<file path="src/rtl/hp_iir_mc.sv">
// hp_iir_mc: time-multiplexed first-order DC-blocking high-pass IIR.
//   y[n] = x[n] - x[n-1] + ((a * y[n-1]) >>> FRAC), per channel, one cycle latency.
// Optional feature macro HP_IIR_SAT_EN: clamp the result to the DW-bit range and
// raise sat_flag; when undefined the result wraps and sat_flag stays 0.
module hp_iir_mc #(
   parameter int DW       = 8,
   parameter int CW       = 8,
   parameter int FRAC     = 6,
   parameter int NCH      = 2,
   parameter int COEF_RST = 60,
   localparam int CHW     = (NCH > 1) ? $clog2(NCH) : 1
) (
   input  logic                  clk,
   input  logic                  rst_n,
   input  logic                  in_valid,
   input  logic [CHW-1:0]        in_ch,
   input  logic signed [DW-1:0]  d_in,
   input  logic                  coef_load,
   input  logic signed [CW-1:0]  coef_in,
   input  logic                  clr,
   output logic                  out_valid,
   output logic [CHW-1:0]        out_ch,
   output logic signed [DW-1:0]  d_out,
   output logic                  sat_flag
);

   localparam int PW = DW + CW;
   localparam int SW = DW + CW + 2;

   localparam logic signed [SW-1:0] MAX_S = {{(SW-DW+1){1'b0}}, {(DW-1){1'b1}}};
   localparam logic signed [SW-1:0] MIN_S = {{(SW-DW+1){1'b1}}, {(DW-1){1'b0}}};

   // Limit the full-precision sum to DW bits (clamp or wrap).
   function automatic logic signed [DW-1:0] lim_f(input logic signed [SW-1:0] s);
`ifdef HP_IIR_SAT_EN
      if (s > MAX_S)      return MAX_S[DW-1:0];
      else if (s < MIN_S) return MIN_S[DW-1:0];
      else                return DW'(s);
`else
      return DW'(s);
`endif
   endfunction

`ifdef HP_IIR_SAT_EN
   // True when the sum lies outside the DW-bit signed range.
   function automatic logic ovf_f(input logic signed [SW-1:0] s);
      return (s > MAX_S) || (s < MIN_S);
   endfunction
`endif

   // Per-channel state and the active feedback coefficient.
   logic signed [DW-1:0] x_st [NCH];
   logic signed [DW-1:0] y_st [NCH];
   logic [NCH-1:0]       prm_st;
   logic signed [CW-1:0] coef;

   // ---- stage p0: combinational datapath from d_in and channel state ----
   logic                 ch_ok;
   logic                 vld_p0;
   logic signed [DW-1:0] xl_p0;
   logic signed [DW-1:0] yl_p0;
   logic                 prm_p0;
   logic signed [PW-1:0] prod_p0;
   logic signed [PW-1:0] shf_p0;
   logic signed [SW-1:0] sum_p0;
   logic signed [DW-1:0] y_p0;
   logic                 sat_p0;

   // When NCH fills the index space every index is legal.
   generate
      if (NCH == (1 << CHW)) begin : g_full
         assign ch_ok = 1'b1;
      end else begin : g_part
         assign ch_ok = (int'(in_ch) < NCH);
      end
   endgenerate

   assign vld_p0 = in_valid & ch_ok & ~clr;

   // Fetch the addressed channel's state; out-of-range reads are never committed.
   always_comb begin
      xl_p0  = x_st[in_ch];
      yl_p0  = y_st[in_ch];
      prm_p0 = prm_st[in_ch];
   end

   assign prod_p0 = PW'(coef) * PW'(yl_p0);
   assign shf_p0  = prod_p0 >>> FRAC;
   assign sum_p0  = SW'(d_in) - SW'(xl_p0) + SW'(shf_p0);
   assign y_p0    = prm_p0 ? lim_f(sum_p0) : '0;
`ifdef HP_IIR_SAT_EN
   assign sat_p0  = prm_p0 & ovf_f(sum_p0);
`else
   assign sat_p0  = 1'b0;
`endif

   // ---- stage p1: registered outputs, channel state and coefficient ----
   // Commit accepted samples; clr wipes channel state, never the coefficient.
   always_ff @(posedge clk or negedge rst_n) begin
      if (!rst_n) begin
         out_valid <= 1'b0;
         out_ch    <= '0;
         d_out     <= '0;
         sat_flag  <= 1'b0;
         coef      <= CW'(COEF_RST);
         prm_st    <= '0;
         for (int i = 0; i < NCH; i++) begin
            x_st[i] <= '0;
            y_st[i] <= '0;
         end
      end else begin
         out_valid <= vld_p0;
         if (coef_load) coef <= coef_in;
         if (clr) begin
            prm_st <= '0;
            for (int i = 0; i < NCH; i++) begin
               x_st[i] <= '0;
               y_st[i] <= '0;
            end
         end else if (vld_p0) begin
            out_ch         <= in_ch;
            d_out          <= y_p0;
            sat_flag       <= sat_p0;
            x_st[in_ch]    <= d_in;
            y_st[in_ch]    <= y_p0;
            prm_st[in_ch]  <= 1'b1;
         end
      end
   end

endmodule

</file>
<file path="config.mk">
export PLATFORM = sky130hd
export DESIGN_NAME = hp_iir_mc
export DESIGN_NICKNAME = d
export VERILOG_FILES = /design/src/rtl/hp_iir_mc.sv
export SDC_FILE = /design/constraint.sdc
export NUM_CORES = 1
export LEC_CHECK = 0
export BUFFER_PORTS_ARGS = -buffer_cell sky130_fd_sc_hd__buf_2
export CORE_MARGIN = 1
export CORE_UTILIZATION = 35
export DETAILED_ROUTE_END_ITERATION = 16
export SLEW_MARGIN = 20
export SYNTH_ARGS = -nofsm -noshare
export SYNTH_HDL_FRONTEND = slang
export SYNTH_SLANG_ARGS = --single-unit
</file>
<file path="constraint.sdc">
create_clock -name clk -period 10.5 [get_ports clk]
set_clock_uncertainty 0.1 [all_clocks]
set_input_delay 2.1 -clock clk [delete_from_list [all_inputs] [get_ports clk]]
set_output_delay 2.1 -clock clk [all_outputs]
set_load 0.01 [all_outputs]
</file>
**Word level (Yosys, flattened, before mapping)**

Index checks and enable logic that the tools add are counted.
Widths: inputs -> output; s select.

- Register bits: 52
- Output and inout bits: 11

- $add $sub $neg: 2
- Multipliers: 1
- Magnitude comparators: 4
- Multiplexer cells: 21
- Bitwise gates (word level): 4
- Reduce and logical (&&, ||, !) cells: 4

Operators by type and width:

| operator | count |
|---|---|
| $mux 16 | 4 |
| $mux 8 | 8 |
| $bwmux 16 | 2 |
| $mul 8x8->14 | 1 |
| $add 8x8->8 | 1 |
| $demux 8 s1 | 1 |
| $sub 8x8->8 | 1 |
| $mux 2 | 2 |
| $mux 1 | 3 |
| $ge 2x2->1 const B | 1 |
| $logic_and 1x1->1 | 2 |
| $lt 1x2->1 const B | 1 |
| $lt 2x1->1 const B | 1 |
| $not 1->2 | 1 |
| $or 2x2->2 | 1 |
| $reduce_and 2->1 | 1 |
| $reduce_bool 2->1 | 1 |
| $and 1x1->1 | 1 |
| $demux 1 s1 | 1 |
| $ge 1x1->1 const B | 1 |
| $not 1->1 | 1 |

**Depth between registers and ports, before layout**

Gate-level depths: netlist of the first run.

- Word-level depth: 10
- Gate-level depth with buffers: 28
- Mapped depth without buffers: 26

**Worst setup path after synthesis of the first run**

OpenSTA, ideal clock, no wires.

- Kind: in2reg
- Start point: in in_ch
- End point: reg y_st[15] (netlist name)
- Arrival: 8.529 ns
- Required time: 10.279 ns
- Setup slack: 1.751 ns
- Stages: 27
- Buffers on the path: 2
- Cell sequence: buf_6 clkbuf_1 mux2_2 and2_1 fa_1 inv_1 fa_1 inv_1 fa_1 inv_1 fa_1 inv_1 ha_1 or4_1 o21ai_1 nor2_1 o21ai_1 nand2b_1 xor2_1 fa_1 xor2_1 xnor2_1 xnor2_2 xnor3_1 xnor2_1 xor2_1 a22o_1

- Word-level cells in the longest chain between the ends: 10
- Elaborated cells on any way between the ends: 21
- Classes of those cells: add/sub (2); mul (1); order compare (2); mux (14); bitwise (1); reduce/logical (1)

Ends and longest elaborated chain:

| what | line | source |
|---|---|---|
| start: declaration | 16 | `input logic [CHW-1:0] in_ch,` |
| $not 1->2 (implied by the code) | 82, 83, 125 |  |
| $mux 8 (on tied branches) (3 in series) | 83, 82 |  |
| $mul 8x8->14 or $sub 8x8->8 (tied branches) | 87, 89 |  |
| $add 8x8->8 | 89 | `assign sum_p0 = SW'(d_in) - SW'(xl_p0) + SW'(shf_p0);` |
| $mux 8 | 90 | `assign y_p0 = prm_p0 ? lim_f(sum_p0) : '0;` |
| $bwmux 16 (*) | 125 | `y_st[in_ch] <= y_p0;` |
| $mux 16 (*) | 120 | `end else if (vld_p0) begin` |
| $mux 16 (*) | 114 | `if (clr) begin` |
| end signal: indexed assignment | 125 |  |
| end: declaration | 53 | `logic signed [DW-1:0] y_st [NCH];` |

Every way passes the cells marked *; elsewhere a longest branch is shown, timed or not. The select of a mux whose other input is x is not followed.
A chain may end at the register's enable or synchronous reset.

**Worst setup path in the final report of the first run**

Same ends and word-level chain as after synthesis.

==> results of run 1 <==
-- flip-flops by register name (all words and copies together) (netlist names) --
register / count
x_st: 16
y_st: 16
coef: 8
d_out: 8
prm_st: 2
out_ch: 1
out_valid: 1
-- power by group through the flow --
| stage | Clock, mW | Sequential, mW | Combinational [mW] |
|---|---|---|---|
| global placement | 0 | 0.238 | 0.228 |
| detailed placement | 0 | 0.238 | 0.235 |
| CTS | 0.186 | 0.235 | 0.237 |
| finish | 0.179 | 0.235 | 0.234 |
| global route | 0.193 | 0.237 | 0.267 |
| floorplan | 0 | 0.235 | 0.172 |
-- cell usage in the layout (no fill, tap or decap), types with 2 or more instances in the layout --
cell type,count
a22o_1,11
nor2_1,17
xor2_1,9
and2_1,14
a21o_1,3
o21bai_1,2
o21ai_0,5
clkbuf_16,5
inv_1,91
mux2_2,11
and3b_1,2
o21a_1,2
nand2b_1,6
mux2_1,6
nand3_1,4
dfrtp_1,48
nor2b_1,26
nand2_1,69
o21ai_1,11
inv_2,2
a21oi_1,27
mux2i_1,6
or2_1,3
ha_1,32
xnor2_1,13
buf_2,31
or4_1,2
nor3_1,2
dfstp_2,4
fa_1,53
-- worst max-delay path, cell delays in order --
cell and delay, ns:
buf_2 0.51, mux2i_1 0.73, nand2b_1 0.22, fa_1 0.45, fa_1 0.55, inv_1 0.05
fa_1 0.55, inv_1 0.06, fa_1 0.54, inv_1 0.04, ha_1 0.22, or4_1 0.52
o21ai_1 0.29, nor2_1 0.10, o21ai_1 0.13, nand2b_1 0.08, xor2_1 0.18, fa_1 0.47
ha_1 0.25, or4_1 0.42, o21ai_0 0.22, xnor2_1 0.16, xor2_1 0.26, a22o_1 0.19
-- through the flow --
| step | utilization, % | hold slack [ns] | area (um^2) | setup WS (ns) |
|---|---|---|---|---|
| after floorplan | - | 0.350 | 4760 | 1.75 |
| after global placement | 38.4 | 0.358 | 5090 | 1.22 |
| after detailed placement | 38.4 | 0.359 | 5090 | 1.04 |
| after CTS | 39.6 | 0.375 | 5250 | 1.30 |
| after global routing | 39.6 | 0.412 | 5250 | 0.922 |
| final | 39.6 | 0.370 | 5250 | 1.34 |
-- logic make-up (layout without fill, tap and decap cells) --
kind of cell / Yosys count / after routing / share of synthesized area [%]
buffers and inverters: 105 / 131 / 8.51
and+or+nand+nor: 148 / 148 / 14.9
other: 1 / 1 / 0.0787
DFF: 52 / 52 / 27.4
AOI/OAI and AO/OA: 63 / 63 / 7.96
muxes: 24 / 24 / 5.57
xor gates and xnor gates: 24 / 24 / 4.86
adders and majority gates: 85 / 85 / 30.7
-- final cells by class --
type                       instances  share of cell area [%]
multi-input combinational        345                    58.2
sequential                        52                    24.9
inverter                          93                    6.65
tap                              176                    4.20
timing repair buffer              32                    3.10
clock buffer                       5                    2.38
clock inverter                     1                   0.572
-- layer usage --
layer | track usage, % | up-vias | part of all wire [%]
met5 | 0 | - | 0
met4 | 2.37 | 0 | 0.44
met3 | 2.08 | 4 | 3.6
met2 | 26.4 | 55 | 49
met1 | 21.7 | 1613 | 47
li1 | - | 1613 | -
-- worst min path at each step --
stage                              start              endpoint  depth (start not counted)
detailed placement  d_out[4]$_DFFE_PN0P_  d_out[4]$_DFFE_PN0P_                          2
global placement    d_out[3]$_DFFE_PN0P_  d_out[3]$_DFFE_PN0P_                          1
global route        d_out[3]$_DFFE_PN0P_  d_out[3]$_DFFE_PN0P_                          1
finish              d_out[4]$_DFFE_PN0P_  d_out[4]$_DFFE_PN0P_                          2
floorplan            y_st[4]$_DFFE_PN0P_   y_st[4]$_DFFE_PN0P_                          2
CTS                 d_out[4]$_DFFE_PN0P_  d_out[4]$_DFFE_PN0P_                          2
==> impl_metrics.csv, run 1 <==
group,metric,value,unit
detailed_routing,drtIter0Drc,189,
grt,antenna_found_initial,0,
placed_design,place.gp.congestion,0.844,
power,cellPowerDensity,123,nW/um^2
detailed_routing,drc_errors,0,
worst_setup_path,cp_max_fo,27,
sta,worst_pin_slew,0.764,ns
sta,setup_viol,0,
cts,cts-resized-gates,0,
logic_synthesis,synth.avg_cell_area,9.49,um^2
floorplan,core,13200,um^2
grt,grt_pass1_vias,3588,
floorplan,die_x,119,um
layout,nets,636,
floorplan,start_util,36.0,%
worst_setup_path,start_kind,"input pin",
power,clkPwrFrac,27.7,%
floorplan,num_rows,42,
sta,slew_violations,0,
sta,fmax,0.109,GHz
cts,htree_num_levels,2,
grt,grt-ovfl-total,0,
detailed_routing,routed_wl,9920,um
worst_setup_path,critPathRequiredTime,10.63,ns
logic_synthesis,yosysTopAreaCellShare,25.2,%
run_status,status,"finished, final reports clean",
cts,root_buffer,"clkbuf_16",
worst_setup_path,arrival,9.29,ns
logic_synthesis,synth_edf_count,0,
cts,path_clk_slew,0.06,ns
detailed_routing,drtPass1Iterations,4,
detailed_routing,num_vias,3285,
logic_synthesis,async_reset_ff_share,100,%
grt,grt_pass1_wl,17600,um
logic_synthesis,postSynthCellCount,502,
layout,seq_area,1310,um^2
placed_design,post-dp-hpwl,8030,um
logic_synthesis,seq_area_frac_synth,27.4,%
placed_design,io_buffers,31,
logic_synthesis,synthFlopType,"dfrtp_1",
logic_synthesis,ys_top_cells_by_area,"dfrtp_1 (25%), fa_1 (22%), ha_1 (8.4%)",
power,seq_power_share,36.2,%
cts,cts.sinks,52,
floorplan,die_area,14100,um^2
logic_synthesis,syn_nets,609,
floorplan,io_pins,33,
worst_setup_path,cp-endpoint,"y_st[15]$_DFFE_PN0P_",
logic_synthesis,post-synth-top-count-cell,"inv_1",
power,p_leak,2.68,nW
layout,area_growth_syn_to_layout,10.1,%
cts,clk_latency,0.29,ns
detailed_routing,vias_per_cell,4.67,
logic_synthesis,yosysWarnings,0,
cts,numCtsBuffers,5,
worst_setup_path,critPathKind,"in2reg",
power,combPwrFrac,36.1,%
worst_setup_path,reg2reg_depth,23,
placed_design,dp.cells,698,
sta,fin_crit_sh,87.3,%
sta,min_period,9.16,ns
sta,slew_headroom,47.6,%
worst_setup_path,startpoint,"in_ch",
cts,cts_max_path_buffers,2,
sta,rsz0062_at_grt,"no",
detailed_routing,antenna_left,0,
logic_synthesis,synth_area,4760,um^2
power,switching_share,33.7,%
sta,finalHoldViolCount,0,
sta,fin_setup_tns,0,ns
layout,multi_input_area,3050,um^2
layout,diodes,0,
layout,final_cells,704,
cts,post_cts_buffers,0,
min_path,hold_class,"reg2reg",
cts,cts_tree,"done",
grt,grt_max_degree,53,
logic_synthesis,synth_seq_cells,52,
logic_synthesis,yosys-top-cells-count,"inv_1 (91), nand2_1 (69), fa_1 (53)",
layout,drive_gt1_share,10.8,%
power,power_switching,0.218,mW
worst_setup_path,rr_startpoint,"y_st[5]$_DFFE_PN0P_",
cts,cts_hold_buf,0,
layout,fillers,1325,
worst_setup_path,critPathCaptureType,"flip-flop",
detailed_routing,detail_route.wl_per_cell,14.1,um
worst_setup_path,ff2ff_setup_slack,3.36,ns
grt,grt_usage,15.6,%
power,power.total,0.648,mW
power,ir_drop,0.0778,mV
logic_synthesis,ys_types,41,
logic_synthesis,synth_top_area_cell,"dfrtp_1",
run,cap_violations,0,
worst_setup_path,r2r_end,"y_st[15]$_DFFE_PN0P_",
power,intPower,0.430,mW
floorplan,die_h,119,um
No activity file was read; power rests on OpenSTA's default activity.
==> run 2: changes to the inputs <==
==> constraint.sdc (replaced) <==
create_clock -name clk -period 10.5 [get_ports clk]
set_clock_uncertainty 0.1 [all_clocks]
set_input_delay 1.575 -clock clk [delete_from_list [all_inputs] [get_ports clk]]
set_output_delay 1.575 -clock clk [all_outputs]
set_load 0.01 [all_outputs]
==> run 2 against run 1 <==
Sequential share of layout area about the same; sequential cell count unchanged; final cell count grew 0.28%; core utilization is essentially flat; clock-buffer cell count rose by 2; fmax grew 6.0%; setup slack improved by 0.52 ns; non-clock buffer count unchanged; clock power is 7% lower; wire length up 1.2%; design area hardly changed; total power is 1.8% lower; largest power group unchanged.
==> impl_metrics.csv, run 2 (same netlist as run 1, synthesis figures left out) <==
group,metric,value,unit
sta,worst_pin_slew,0.836,ns
detailed_routing,vias_per_cell,4.68,
power,p_leak,2.67,nW
cts,post_cts_buffers,0,
cts,cts_max_path_buffers,2,
floorplan,core,13200,um^2
sta,rsz0062_at_grt,"no",
worst_setup_path,arrival,8.78,ns
floorplan,die_x,119,um
layout,nets,636,
cts,cts.sinks,52,
placed_design,place.gp.congestion,0.844,
layout,layout_commonest_cell,"inv_1",
sta,slew_headroom,42.7,%
layout,seq_area,1310,um^2
power,cellPowerDensity,121,nW/um^2
power,intPower,0.415,mW
cts,clk_latency,0.29,ns
power,switching_share,34.8,%
cts,cts_tree,"done",
worst_setup_path,start_kind,"input pin",
cts,cts-resized-gates,0,
run,cap_violations,0,
floorplan,num_rows,42,
sta,min_period,8.65,ns
floorplan,io_pins,33,
detailed_routing,drc_errors,0,
sta,slew_violations,0,
layout,fillers,1312,
placed_design,post-dp-hpwl,8110,um
layout,diodes,0,
sta,fin_setup_tns,0,ns
grt,grt_max_degree,53,
detailed_routing,antenna_left,0,
run_status,status,"finished, final reports clean",
detailed_routing,drtPass1Iterations,4,
grt,grt-ovfl-total,0,
detailed_routing,routed_wl,10000,um
worst_setup_path,cp_max_fo,27,
power,seq_power_share,36.9,%
cts,cts_hold_buf,0,
cts,numCtsBuffers,5,
power,ir_drop,0.0736,mV
detailed_routing,drtIter0Drc,150,
cts,path_clk_slew,0.06,ns
detailed_routing,detail_route.wl_per_cell,14.2,um
cts,htree_num_levels,2,
worst_setup_path,cpPeakStageDelay,0.78,ns
power,power_switching,0.221,mW
floorplan,die_area,14100,um^2
sta,whs,0.371,ns
floorplan,start_util,36.0,%
power,power.total,0.636,mW
sta,fmax,0.116,GHz
layout,top_regs,"x_st (16), y_st (16)",
worst_setup_path,worstPathCellList,"buf_2 -> mux2i_1 -> nand2b_1 -> fa_1 -> fa_1 -> inv_1 -> fa_1 -> inv_1 -> fa_1 -> inv_1 -> ha_1 -> or4_1 -> o21ai_1 -> nor2_1 -> nor2_1 -> xor2_1 -> fa_1 -> inv_1 -> ha_1 -> or4_1 -> o21ai_0 -> xnor2_1 -> xor2_1 -> a22o_1",
worst_setup_path,critPathRequiredTime,10.63,ns
min_path,hold_class,"reg2reg",
grt,grt_pass1_vias,3558,
layout,area_growth_syn_to_layout,10.0,%
layout,drive_gt1_share,10.9,%
sta,fin_crit_sh,82.3,%
placed_design,io_buffers,31,
cts,root_buffer,"clkbuf_16",
grt,grt_pass1_wl,17500,um
grt,antenna_found_initial,0,
worst_setup_path,critPathKind,"in2reg",
power,combPwrFrac,36.9,%
layout,multi_input_area,3050,um^2
floorplan,die_h,119,um
sta,finalHoldViolCount,0,
detailed_routing,num_vias,3302,
power,clkPwrFrac,26.2,%
grt,grt_usage,15.8,%
worst_setup_path,path_common_cell,"fa_1",
layout,final_cell_mix,"inv_1 (91), nand2_1 (69), fa_1 (53)",
worst_setup_path,critPathCaptureType,"flip-flop",
sta,setup_viol,0,
worst_setup_path,cpMaxStageDelayCell,"mux2i_1",
[run 2: power by group through the flow]
stage	combinational, mW	clock, mW	sequential (mW)
floorplan	0.172	0	0.235
global route	0.269	0.181	0.237
CTS	0.236	0.173	0.235
detailed placement	0.235	0	0.238
global placement	0.228	0	0.238
finish	0.234	0.167	0.235
[run 2: per-stage QoR]
stage	instance area, um^2	std cells	setup slack (ns)	util [%]
2_1_floorplan	4760	502	2.28	-
3_3_place_gp	5090	698	1.75	38.4
3_5_place_dp	5090	698	1.56	38.4
4_1_cts	5240	706	1.84	39.6
5_1_grt	5240	706	1.42	39.6
6_report	5240	706	1.85	39.6
[run 2: layout make-up]
| type | instances | area share [%] |
|---|---|---|
| clock buffers | 7 | 2.72 |
| repair buffers | 32 | 3.10 |
| inverters | 93 | 6.66 |
| multi-input cells | 345 | 58.2 |
| well taps | 176 | 4.20 |
| flip-flops and latches | 52 | 24.9 |
| clock inverters | 1 | 0.143 |
[run 2: path summary, 6_finish.rpt]
| kind | startpoint | end | slack [ns] | depth (start not counted) |
|---|---|---|---|---|
| worst max-delay path | in_ch | y_st[15]$_DFFE_PN0P_ | 1.85 | 24 |
| worst min-delay path | d_out[4]$_DFFE_PN0P_ | d_out[4]$_DFFE_PN0P_ | 0.37 | 2 |
| worst max register to register | y_st[5]$_DFFE_PN0P_ | y_st[15]$_DFFE_PN0P_ | 3.33 | 23 |
| worst min register to register | d_out[4]$_DFFE_PN0P_ | d_out[4]$_DFFE_PN0P_ | 0.37 | 2 |
| max in group asynchronous | rst_n | coef[1]$_DFFE_PN0P_ | 8.57 | 2 |
| min in group asynchronous | rst_n | x_st[1]$_DFFE_PN0P_ | 1.30 | 2 |
[run 2: critical path, delay by kind of cell]
kind,cells,cell delay (ns)
xor+xnor,3,0.51
mux,1,0.78
buf+inv,5,0.72
compound gates,3,0.69
simple gates,5,1.49
fa+ha+maj,7,3.02
[run 2: per-layer routing]
metal / up-vias / routed length (um) / global-route usage, %
met3: 7 / 374 / 2.17
li1: 1617 / - / -
met1: 1627 / 4800 / 21.9
met4: 0 / 71 / 3.72
met5: - / 0 / 0
met2: 51 / 4790 / 26.0
